$ cat config.mk
export PLATFORM = sky130hd
export DESIGN_NAME = wb_decode_nport
export DESIGN_NICKNAME = d
export VERILOG_FILES = /design/src/rtl/wb_decode_nport.sv
export SDC_FILE = /design/constraint.sdc
export NUM_CORES = 1
export LEC_CHECK = 0
export CORE_MARGIN = 2
export CORE_UTILIZATION = 30
export DETAILED_ROUTE_END_ITERATION = 6
export GPL_TIMING_DRIVEN = 0
export PLACE_DENSITY = 0.79
export SYNTH_ARGS = -nofsm -noshare
export SYNTH_HDL_FRONTEND = slang
export SYNTH_SLANG_ARGS = --single-unit
$ cat constraint.sdc
create_clock -name clk -period 1.55 [get_ports clk]
set_input_delay 0.2325 -clock clk [delete_from_list [all_inputs] [get_ports clk]]
set_output_delay 0.2325 -clock clk [all_outputs]
set_load 0.005 [all_outputs]
$ cat src/rtl/wb_decode_nport.sv
// Registered Wishbone classic 1-master to NUM_SLAVES decoder with unmapped-address
// error, bus-timeout watchdog and master-abort handling.
module wb_decode_nport #(
  parameter int DATA_WIDTH     = 32,
  parameter int ADDR_WIDTH     = 32,
  parameter int SELECT_WIDTH   = DATA_WIDTH / 8,
  parameter int NUM_SLAVES     = 4,
  parameter logic [NUM_SLAVES*ADDR_WIDTH-1:0] SLAVE_ADDR = '0,
  parameter logic [NUM_SLAVES*ADDR_WIDTH-1:0] SLAVE_MASK = '0,
  parameter int TIMEOUT_CYCLES = 255
) (
  input  logic                             clk,
  input  logic                             rst,
  input  logic [ADDR_WIDTH-1:0]            wbm_adr_i,
  input  logic [DATA_WIDTH-1:0]            wbm_dat_i,
  output logic [DATA_WIDTH-1:0]            wbm_dat_o,
  input  logic                             wbm_we_i,
  input  logic [SELECT_WIDTH-1:0]          wbm_sel_i,
  input  logic                             wbm_stb_i,
  input  logic                             wbm_cyc_i,
  output logic                             wbm_ack_o,
  output logic                             wbm_err_o,
  output logic                             wbm_rty_o,
  output logic [ADDR_WIDTH-1:0]            wbs_adr_o,
  output logic [DATA_WIDTH-1:0]            wbs_dat_o,
  output logic                             wbs_we_o,
  output logic [SELECT_WIDTH-1:0]          wbs_sel_o,
  output logic [NUM_SLAVES-1:0]            wbs_cyc_o,
  output logic [NUM_SLAVES-1:0]            wbs_stb_o,
  input  logic [NUM_SLAVES*DATA_WIDTH-1:0] wbs_dat_i,
  input  logic [NUM_SLAVES-1:0]            wbs_ack_i,
  input  logic [NUM_SLAVES-1:0]            wbs_err_i,
  input  logic [NUM_SLAVES-1:0]            wbs_rty_i,
  output logic                             timeout_o
);

  localparam int IDX_W = (NUM_SLAVES > 1) ? $clog2(NUM_SLAVES) : 1;
  localparam int CNT_W = $clog2(TIMEOUT_CYCLES + 1);

  typedef enum logic [1:0] {
    S_IDLE   = 2'd0,
    S_ACTIVE = 2'd1,
    S_RESP   = 2'd2
  } state_t;

  state_t                  state_q, state_d;
  logic [ADDR_WIDTH-1:0]   adr_q, adr_d;
  logic [DATA_WIDTH-1:0]   wdat_q, wdat_d;
  logic                    we_q, we_d;
  logic [SELECT_WIDTH-1:0] sel_q, sel_d;
  logic [NUM_SLAVES-1:0]   slv_q, slv_d;
  logic [IDX_W-1:0]        idx_q, idx_d;
  logic [DATA_WIDTH-1:0]   rdat_q, rdat_d;
  logic                    ack_q, ack_d;
  logic                    err_q, err_d;
  logic                    rty_q, rty_d;
  logic                    tmo_q, tmo_d;
  logic [CNT_W-1:0]        cnt_q, cnt_d;

  logic                    req;
  logic                    hit;
  logic [IDX_W-1:0]        hit_idx;
  logic                    s_ack, s_err, s_rty, s_any;
  logic [DATA_WIDTH-1:0]   s_dat;
  logic                    tmo_hit;

  assign req     = wbm_cyc_i & wbm_stb_i;
  assign s_ack   = wbs_ack_i[idx_q];
  assign s_err   = wbs_err_i[idx_q];
  assign s_rty   = wbs_rty_i[idx_q];
  assign s_any   = s_ack | s_err | s_rty;
  assign s_dat   = wbs_dat_i[idx_q*DATA_WIDTH +: DATA_WIDTH];
  assign tmo_hit = (cnt_q == CNT_W'(TIMEOUT_CYCLES - 1));

  // Scan from the top so the lowest matching index is the one left standing.
  always_comb begin
    hit     = 1'b0;
    hit_idx = '0;
    for (int i = NUM_SLAVES - 1; i >= 0; i--) begin
      if ((wbm_adr_i & SLAVE_MASK[i*ADDR_WIDTH +: ADDR_WIDTH]) ==
          (SLAVE_ADDR[i*ADDR_WIDTH +: ADDR_WIDTH] & SLAVE_MASK[i*ADDR_WIDTH +: ADDR_WIDTH])) begin
        hit     = 1'b1;
        hit_idx = IDX_W'(i);
      end else begin
        hit     = hit;
      end
    end
  end

  always_ff @(posedge clk) begin
    if (rst) begin
      state_q <= S_IDLE;
    end else begin
      state_q <= state_d;
    end
  end

  always_comb begin
    state_d = state_q;
    case (state_q)
      S_IDLE: begin
        if (req) begin
          state_d = hit ? S_ACTIVE : S_RESP;
        end else begin
          state_d = S_IDLE;
        end
      end
      S_ACTIVE: begin
        if (!wbm_cyc_i) begin
          state_d = S_IDLE;
        end else if (s_any || tmo_hit) begin
          state_d = S_RESP;
        end else begin
          state_d = S_ACTIVE;
        end
      end
      S_RESP:  state_d = S_IDLE;
      default: state_d = S_IDLE;
    endcase
  end

  // Abort wins over a same-cycle slave response; error outranks ack and retry.
  always_comb begin
    adr_d  = adr_q;
    wdat_d = wdat_q;
    we_d   = we_q;
    sel_d  = sel_q;
    idx_d  = idx_q;
    rdat_d = rdat_q;
    slv_d  = '0;
    ack_d  = 1'b0;
    err_d  = 1'b0;
    rty_d  = 1'b0;
    tmo_d  = 1'b0;
    cnt_d  = '0;
    case (state_q)
      S_IDLE: begin
        if (req) begin
          adr_d  = wbm_adr_i;
          wdat_d = wbm_dat_i;
          we_d   = wbm_we_i;
          sel_d  = wbm_sel_i;
          if (hit) begin
            idx_d        = hit_idx;
            slv_d[hit_idx] = 1'b1;
          end else begin
            err_d = 1'b1;
          end
        end else begin
          slv_d = '0;
        end
      end
      S_ACTIVE: begin
        cnt_d = cnt_q + CNT_W'(1);
        if (!wbm_cyc_i) begin
          slv_d = '0;
        end else if (s_any) begin
          err_d = s_err;
          ack_d = s_ack & ~s_err;
          rty_d = s_rty & ~s_err & ~s_ack;
          if (!we_q) begin
            rdat_d = s_dat;
          end else begin
            rdat_d = rdat_q;
          end
        end else if (tmo_hit) begin
          err_d = 1'b1;
          tmo_d = 1'b1;
        end else begin
          slv_d = slv_q;
        end
      end
      S_RESP:  cnt_d = '0;
      default: cnt_d = '0;
    endcase
  end

  always_ff @(posedge clk) begin
    if (rst) begin
      adr_q  <= '0;
      wdat_q <= '0;
      we_q   <= 1'b0;
      sel_q  <= '0;
      idx_q  <= '0;
      rdat_q <= '0;
      slv_q  <= '0;
      ack_q  <= 1'b0;
      err_q  <= 1'b0;
      rty_q  <= 1'b0;
      tmo_q  <= 1'b0;
      cnt_q  <= '0;
    end else begin
      adr_q  <= adr_d;
      wdat_q <= wdat_d;
      we_q   <= we_d;
      sel_q  <= sel_d;
      idx_q  <= idx_d;
      rdat_q <= rdat_d;
      slv_q  <= slv_d;
      ack_q  <= ack_d;
      err_q  <= err_d;
      rty_q  <= rty_d;
      tmo_q  <= tmo_d;
      cnt_q  <= cnt_d;
    end
  end

  assign wbm_dat_o = rdat_q;
  assign wbm_ack_o = ack_q;
  assign wbm_err_o = err_q;
  assign wbm_rty_o = rty_q;
  assign wbs_adr_o = adr_q;
  assign wbs_dat_o = wdat_q;
  assign wbs_we_o  = we_q;
  assign wbs_sel_o = sel_q;
  assign wbs_cyc_o = slv_q;
  assign wbs_stb_o = slv_q;
  assign timeout_o = tmo_q;

endmodule
# --- Word level (Yosys, flattened, before mapping) ---
# Cells that the tools add are included.
op_classes:
  muxes: 11
  reduce_logical: 8
  n_addsub: 1
  shift: 0
  eq_ne: 3
  bitwise_logic: 12
  n_mul: 0
  order_cmp: 0
  n_div: 0
ops:
  columns: ["op", "n"]
  rows:
  - ["4-bit 2-to-1 mux", 3]
  - ["8-bit by 1-bit adder with 8-bit output, second input constant", 1]
  - ["8-bit equality test, second input constant", 1]
  - ["4-bit one-hot mux with 2 select lines", 1]
  - ["4-bit OR reduction", 2]
  - ["1-bit inverter", 6]
  - ["1-bit AND", 4]
  - ["1-bit 2-to-1 mux", 4]
  - ["2-bit 2-to-1 mux", 2]
  - ["4-bit != test, second input constant", 1]
  - ["2-bit one-hot mux with 2 select lines", 1]
  - ["4-bit AND reduction", 1]
  - ["3-bit OR reduction", 1]
  - ["2-bit by 1-bit equality test with 1-bit output, second input constant", 1]
  - ["2-bit zero test", 1]
  - ["1-bit bitwise OR", 2]
  - ["2-bit AND reduction", 1]
  - ["2-bit OR reduction", 1]
  - ["1-bit logical OR", 1]
totals:
  output_inout_bits: 113
  ram_bits: 0
  latchBits: 0
  elab_cells: 47
  romBits: 0
  input_bits: 213
  register_bits: 119
  n_memories: 0

# --- Logic depth before layout (Yosys ltp) ---
# Gate-level depths: netlist of run 1.
logic_depth:
  depth_word: 6
  depth_mapped: 6
  mapped_depth_nobuf: 5

# --- Worst setup path before layout of run 1 ---
# No wires, ideal clock.
synth_path:
  kind: "flip-flop to flip-flop"
  from: "reg state_q[0]"
  to: "reg cnt_q[7]"
  setup_time_ns: 0.059
  arrival_time_ns: 1.345
  setup_slack_ns: 0.146
  required_time_ns: 1.491
  path_stages_with_launch: 5
  cell_sequence: "dfxtp_1 > or3b_1 > buf_2 > or4_1 > nand2_1"
synth_between:
  elab_chain_len: 3
synth_rtl:
  columns: ["item", "line", "source"]
  rows:
  - ["start: declaration", "46", "state_t state_q, state_d;"]
  - ["start signal: assignment", "94", "state_q <= state_d;"]
  - ["2-bit by 1-bit equality test with 1-bit output", "136", "case (state_q)"]
  - ["1-bit inverter (no line)", null, null]
  - ["2-bit OR reduction (no line)", null, null]
  - ["end signal: assignment", "204", "cnt_q <= cnt_d;"]
  - ["end: declaration", "58", "logic [CNT_W-1:0] cnt_q, cnt_d;"]
# Every way passes these cells.
# A chain may end at the register's enable or synchronous reset.

# --- Final worst setup path of run 1 ---
layout_path:
  from: "reg slv_q[0], in the netlist wbs_cyc_o[0]"
  to: "out wbs_cyc_o[0]"
layout_rtl:
  columns: ["item", "line", "source"]
  rows:
  - ["start: declaration", "51", "logic [NUM_SLAVES-1:0] slv_q, slv_d;"]
  - ["start signal: assignment", "199", "slv_q <= slv_d;"]
  - ["end: declaration", "28", "output logic [NUM_SLAVES-1:0] wbs_cyc_o,"]
# No word-level cell between the ends.

==> results.txt, run 1 <==
Outcome: finished, final reports clean
Layout cells sized above 1: 9.868%
CP max FO: 3
P_leak: 0.003131 uW
Number of port buffers: 214
CP startpoint kind: register
Final Util: 51.62%
Commonest cells in the netlist: nand2_1 (142), dfxtp_1 (116), a21oi_1 (71), nand2b_1 (64), mux2i_1 (32)
RD Place Congestion: 0.7702
Share of the synthesized area in the top cell type: 52.58%
CP Cell Sequence: clkdlybuf4s50_1
Clock Tree Buf Depth: 2
Ports: 326
Seq cells post-synth: 116
Skew final: 0.007474 ns
CTS Sinks: 116
Crit-path slowest cell: clkdlybuf4s50_1
H-Tree Depth: 4
Power per cell area: 1029 mW/mm2
Final Hold Vio Count: 0
Vias/cell: 4.405
Non-Filler Instances: 944
Post-route ant nets: 0
Via Count: 4158
Worst setup EP type: output port
WP data arrival: 1.27 ns
Most common cell in the synthesized netlist: nand2_1
FF-to-FF setup slack: 0.07 ns
Area of the core: 0.01448 mm2
Largest net degree at the start of global routing: 17
Site Rows: 44
Post-synth EDFFs: 0
Area leader, netlist: dfxtp_1
Fmax: 666.0 MHz
Clock root buffer: clkbuf_16
Nets: 962
Critical path's top delay family: buffers and inverters
Mean Syn Cell Area: 8.643 um2
First-pass GRT wire length: 21190 um
Die height: 125.3 um
Antenna violations before repair: 0
Worst Path Required: 1.32 ns
Area contributors post-synth: dfxtp_1 (53%), nand2_1 (12%), nand2b_1 (9.1%), a21oi_1 (8.0%), mux2i_1 (7.3%)
Routed len/inst: 13.93 um
TritonCTS clock tree: built
Top FF cell, synth: dfxtp_1
WL final: 13150 um
Setup violators final: 0
Crit-path max cell delay: 0.50 ns
Sequential share of the synthesized area: 52.58%
Crit path kind: register to output port
Worst Hold Class: primary input to register
GRT Residual Overflow: 0
YS warnings: 0
Die ar.: 0.01571 mm2
Area of the mapped netlist: 0.004417 mm2
Slew Limit Fails: 0
Worst skew pair latency: 0.41 ns
Die X: 125.3 um
DR pass1 iterations: 6
Worst hold slack: 0.3581 ns
Initial Util: 30.50%
Post-Syn Instances: 511
Maximum vdd drop: 0.7856 mV
Post-synth ARST share: 0%
Vias in the first global route: 4166
RSZ-0062 raised after global routing: false
P&R area growth vs syn: 69.24%
DP HPWL: 9561 um
Filler cell count: 1367
Dpl cells: 914
Ant diodes: 0
Initial DRC Count: 158
Final Cycle Share: 96.88%
Max cap viols: 0
Global Route Usage Sum: 17.19%
Clk pin slew, worst setup/hold paths: 0.06 ns
CTS Buf Count: 17
CP bufs+invs: 1
Tmin final: 1.502 ns
Netlist cell types: 30
DRC viols: 0
report_power, final:
part	internal, uW	switching, uW
combinational	533	324
clock	2270	1420
sequential	3090	54.5
total	5890	1800
cells in the final DEF (no fill, tap or decap), drive strengths merged, types with 6 or more instances in the layout:
| master | synthesis | final |
|---|---|---|
| a21oi | 71 | 71 |
| buf | 15 | 14 |
| clkbuf | 27 | 45 |
| clkdlybuf4s50 | 0 | 185 |
| clkinv | 0 | 7 |
| conb | 1 | 6 |
| dfxtp | 116 | 116 |
| dlymetal6s2s | 0 | 25 |
| mux2i | 32 | 32 |
| nand2 | 142 | 142 |
| nand2b | 64 | 64 |
| nor2 | 9 | 9 |
final timing paths:
| kind | start | endpoint | cells past startpoint |
|---|---|---|---|
| min reg2reg | wbs_adr_o[6]$_SDFFE_PP0P_ | wbs_adr_o[6]$_SDFFE_PP0P_ | 2 |
| max reg2reg | state_q[1]$_SDFF_PP0_ | cnt_q[7]$_SDFF_PP0_ | 4 |
| max | wbs_cyc_o[0]$_SDFFE_PP0P_ | wbs_cyc_o[0] | 1 |
| min | wbm_dat_i[23] | wbs_dat_o[23]$_SDFFE_PP0P_ | 3 |
worst min-delay path: stages:
cell and delay [ns]:
clkdlybuf4s50_1 0.39, nand2_1 0.05, a21oi_1 0.05
layer usage:
layer	track usage, %	vias to the layer above	wire length (um)
met1	19.29	1837	5521
met3	8.686	19	1338
li1	-	2123	-
met5	0	-	0
met2	27.69	179	6005
met4	7.190	0	284
cell families (layout without fill, tap and decap cells):
kind of cell / Yosys count / in the layout / synth area share [%]
compound gates: 78 / 78 / 9.150
xor+xnor: 3 / 3 / 0.5950
fa+ha+maj: 2 / 2 / 0.5665
buf+inv: 45 / 289 / 4.646
flops: 116 / 116 / 52.58
mux: 32 / 32 / 7.252
other cells: 1 / 6 / 0.08490
simple gates: 234 / 234 / 25.13
area by class of cell:
| type | count | area (um2) | share of cell area, % |
|---|---|---|---|
| Sequential cell | 116 | 2331 | 31.19 |
| Timing Repair Buffer | 214 | 2200 | 29.43 |
| Multi-Input combinational cell | 355 | 1921 | 25.69 |
| Clock buffer | 19 | 452.9 | 6.060 |
| Tap cell | 184 | 230.2 | 3.080 |
| Buffer | 40 | 219.0 | 2.929 |
| Clock inverter | 13 | 110.1 | 1.473 |
| Inverter | 3 | 11.26 | 0.1507 |
what timing repair did:
item                                    4_1_cts  5_1_grt
endpoints found under the setup margin      101       76
hold buffers                                  0        0
setup buffers                                 0        0
gates resized for setup                      30       33
registers in the layout (all words and copies together) (netlist names):
| register | flops |
|---|---|
| wbm_dat_o | 32 |
| wbm_rty_o | 1 |
| wbs_adr_o | 32 |
| cnt_q | 8 |
| wbs_we_o | 1 |
| wbs_dat_o | 32 |
| wbs_sel_o | 4 |
| wbm_err_o | 1 |
| timeout_o | 1 |
| state_q | 2 |
| wbs_cyc_o | 1 |
| wbm_ack_o | 1 |
through the flow:
step | instance area, um2 | power (uW) | setup slack [ns] | setup TNS, ns
6_report | 7475 | 7691 | 0.04844 | 0
4_1_cts | 7407 | 7795 | 0.0006053 | 0
2_1_floorplan | 4436 | 3496 | 0.1456 | 0
5_1_grt | 7475 | 8032 | 0.0001362 | 0
3_5_place_dp | 6808 | 4067 | -0.7941 | -61.03
3_3_place_gp | 6808 | 4057 | -0.7827 | -60.49
No activity file was read; power rests on OpenSTA's default activity.
==> run 2, diff against run 1 <==
Settings changed: PLACE_DENSITY 0.79 to 0.82.
Clock period 1.55 ns to 1.3 ns, I/O delays scaled along.
==> run 2 against run 1 <==
Effect of this change:
- the flow now finishes with violations (negative setup slack)
- flip-flop and latch count did not move
- sequential share of layout area fell by 0.78 points
- non-clock buffer count rose by 10
- largest power group unchanged
- worst hold slack got worse by 0.13 ns
- setup slack got worse by 0.090 ns
- via count rose by 3.9%
- wire length rose by 3.9%
- count of clock-buffer cells in the layout rose by 4
- die area did not move
- clock skew rose by 0.0017 ns
- cell count rose by 1.1%
- highest routed layer unchanged
==> results.txt, run 2 (synthesized netlist as in run 1, its figures left out) <==
Maximum vdd drop: 0.9664 mV (+23%)
Reg2reg start: state_q[0]$_SDFF_PP0_
Global Route Usage Sum: 16.97% (-0.22 points)
Vias/cell: 4.527 (+2.8%)
CTS Buf Count: 17 (unchanged)
Outcome: finished with violations
Vias in the first global route: 4185 (+0.46%)
Pwr Total: 9202 uW (+20%)
Die ar.: 0.01571 mm2 (unchanged)
Critical path's top delay family: buffers and inverters
Die height: 125.3 um (unchanged)
P&R area growth vs syn: 73.94%
Power per cell area: 1198 mW/mm2 (+16%)
Final Hold Vio Count: 0 (unchanged)
Routed len/inst: 14.32 um (+2.8%)
GRT Residual Overflow: 0 (unchanged)
CP bufs+invs: 3 (+2)
Most common cell after layout, fill and taps aside: nand2_1
Fmax: 745.3 MHz
Worst skew pair latency: 0.41 ns (about the same)
Tmin final: 1.342 ns
Number of port buffers: 214 (unchanged)
Initial DRC Count: 151 (-4.4%)
Layout cells sized above 1: 15.84% (+6.0 points)
Failing checks: negative setup slack
Hold Crit Start: wbm_cyc_i
Worst Hold Class: primary input to register
Via Count: 4319 (+3.9%)
Ant diodes: 0 (unchanged)
Initial Util: 30.50% (unchanged)
CTS Sinks: 116 (unchanged)
Largest net degree at the start of global routing: 17 (unchanged)
RD Place Congestion: 0.7994 (+3.8%)
P_leak: 0.003350 uW (+7.0%)
TNS Setup: -0.2195 ns (-0.2195 ns)
Post-route ant nets: 0 (unchanged)
Filler cell count: 1347 (-1.5%)
Critical Path Most Common Cell: buf_8
Dpl cells: 914 (unchanged)
CP max FO: 6 (+3)
Crit-path max cell delay: 0.36 ns (-0.14 ns)
Area of the core: 0.01448 mm2 (unchanged)
DP HPWL: 9547 um (-0.14%)
CP Cell Sequence: and4bb_2 -> buf_8 -> buf_8 -> clkbuf_16 -> nand2_4 -> a21oi_2
Non-Filler Instances: 954 (+1.1%)
DRC viols: 0 (unchanged)
Most frequent cells in the layout: nand2_1 (127), dfxtp_1 (109), clkdlybuf4s50_1 (106), dlygate4sd2_1 (106), nand2b_1 (64)
Clock Tree Buf Depth: 2 (unchanged)
Antenna violations before repair: 0 (unchanged)
Crit-path slowest cell: dfxtp_4
CP startpoint kind: register
WP data arrival: 1.68 ns (+0.41 ns)
Final Cycle Share: 103.2%
Worst hold slack: 0.2304 ns (-0.1277 ns)
Setup violators final: 14 (+14)
RSZ-0062 raised after global routing: true
First-pass GRT wire length: 21280 um (+0.42%)
Clock root buffer: clkbuf_16
DR pass1 iterations: 4 (-2)
Ports: 326 (unchanged)
Site Rows: 44 (unchanged)
Crit path kind: register to register
WL final: 13660 um (+3.9%)
Crit path launch: state_q[0]$_SDFF_PP0_
Max cap viols: 0 (unchanged)
Worst Path Required: 1.64 ns (+0.32 ns)
Nets: 972 (+1.0%)
Skew final: 0.009201 ns (+0.001727 ns)
Final Util: 53.06% (+1.4 points)
Worst setup EP type: register
Clk pin slew, worst setup/hold paths: 0.05 ns (about the same)
Setup ws final: -0.04166 ns (-0.09009 ns)
H-Tree Depth: 4 (unchanged)
Post-cts hold buffer count: 0 (unchanged)
Die X: 125.3 um (unchanged)
Slew Limit Fails: 0 (unchanged)
TritonCTS clock tree: built
run 2: changes by cell type in the layout (fill, tap and decap cells not counted), sizes merged:
| cell | delta |
|---|---|
| clkinvlp | -3 |
| dlygate4sd2 | +102 |
| buf | +11 |
| clkinv | -1 |
| clkbuf | +4 |
| dlymetal6s2s | -24 |
| clkdlybuf4s50 | -79 |
run 2: per-stage QoR:
| stage | area (um2) | worst slack, ns |
|---|---|---|
| global route | 7682 | -0.1147 |
| CTS | 7406 | -0.05312 |
| floorplan | 4443 | -0.009437 |
| global placement | 6815 | -0.9533 |
| finish | 7682 | -0.04166 |
| detailed placement | 6815 | -0.9878 |
run 2: worst min-delay path: cells and delay by family:
kind | cells | cell delay (ns)
buffers and inverters | 1 | 0.20
and+or+nand+nor | 2 | 0.19
run 2: final timing paths:
| kind | endpoint | slack [ns] | depth (start not counted) |
|---|---|---|---|
| hold / removal | wbm_rty_o$_SDFF_PP0_ | 0.23 | 3 |
| hold reg to reg | wbs_sel_o[2]$_SDFFE_PP0P_ | 0.45 | 2 |
| setup reg to reg | wbs_dat_o[5]$_SDFFE_PP0P_ | -0.04 | 6 |
| setup / recovery | wbs_dat_o[5]$_SDFFE_PP0P_ | -0.04 | 6 |
run 2: cell type report:
type | count | area (um2) | share of cell area (%)
Buffer | 40 | 307.8 | 4.007
Clock buffer | 23 | 478.0 | 6.221
Clock inverter | 9 | 78.83 | 1.026
Inverter | 3 | 11.26 | 0.1466
Multi-Input combinational cell | 355 | 2103 | 27.38
Sequential cell | 116 | 2336 | 30.41
Tap cell | 184 | 230.2 | 2.997
Timing Repair Buffer | 224 | 2137 | 27.82
run 2: what timing repair did:
action                                  CTS  global route
endpoints found under the setup margin  211           102
pin swaps                                 0            23
gates resized for setup                 161            64
buffers inserted                          5             3
cloned                                    0             2
run 2: power by group:
part | internal [uW] | switching (uW)
sequential | 3680 | 59.8
clock | 2760 | 1620
combinational | 637 | 440
total | 7080 | 2120
run 2: routing by layer:
layer  up-vias  GRT usage [%]  share of wire, %
met5         -              0                 0
met3        16          6.975               8.5
met2       160          28.42                49
met1      1996          19.84                41
met4         0          5.359               1.4
li1       2147              -                 -
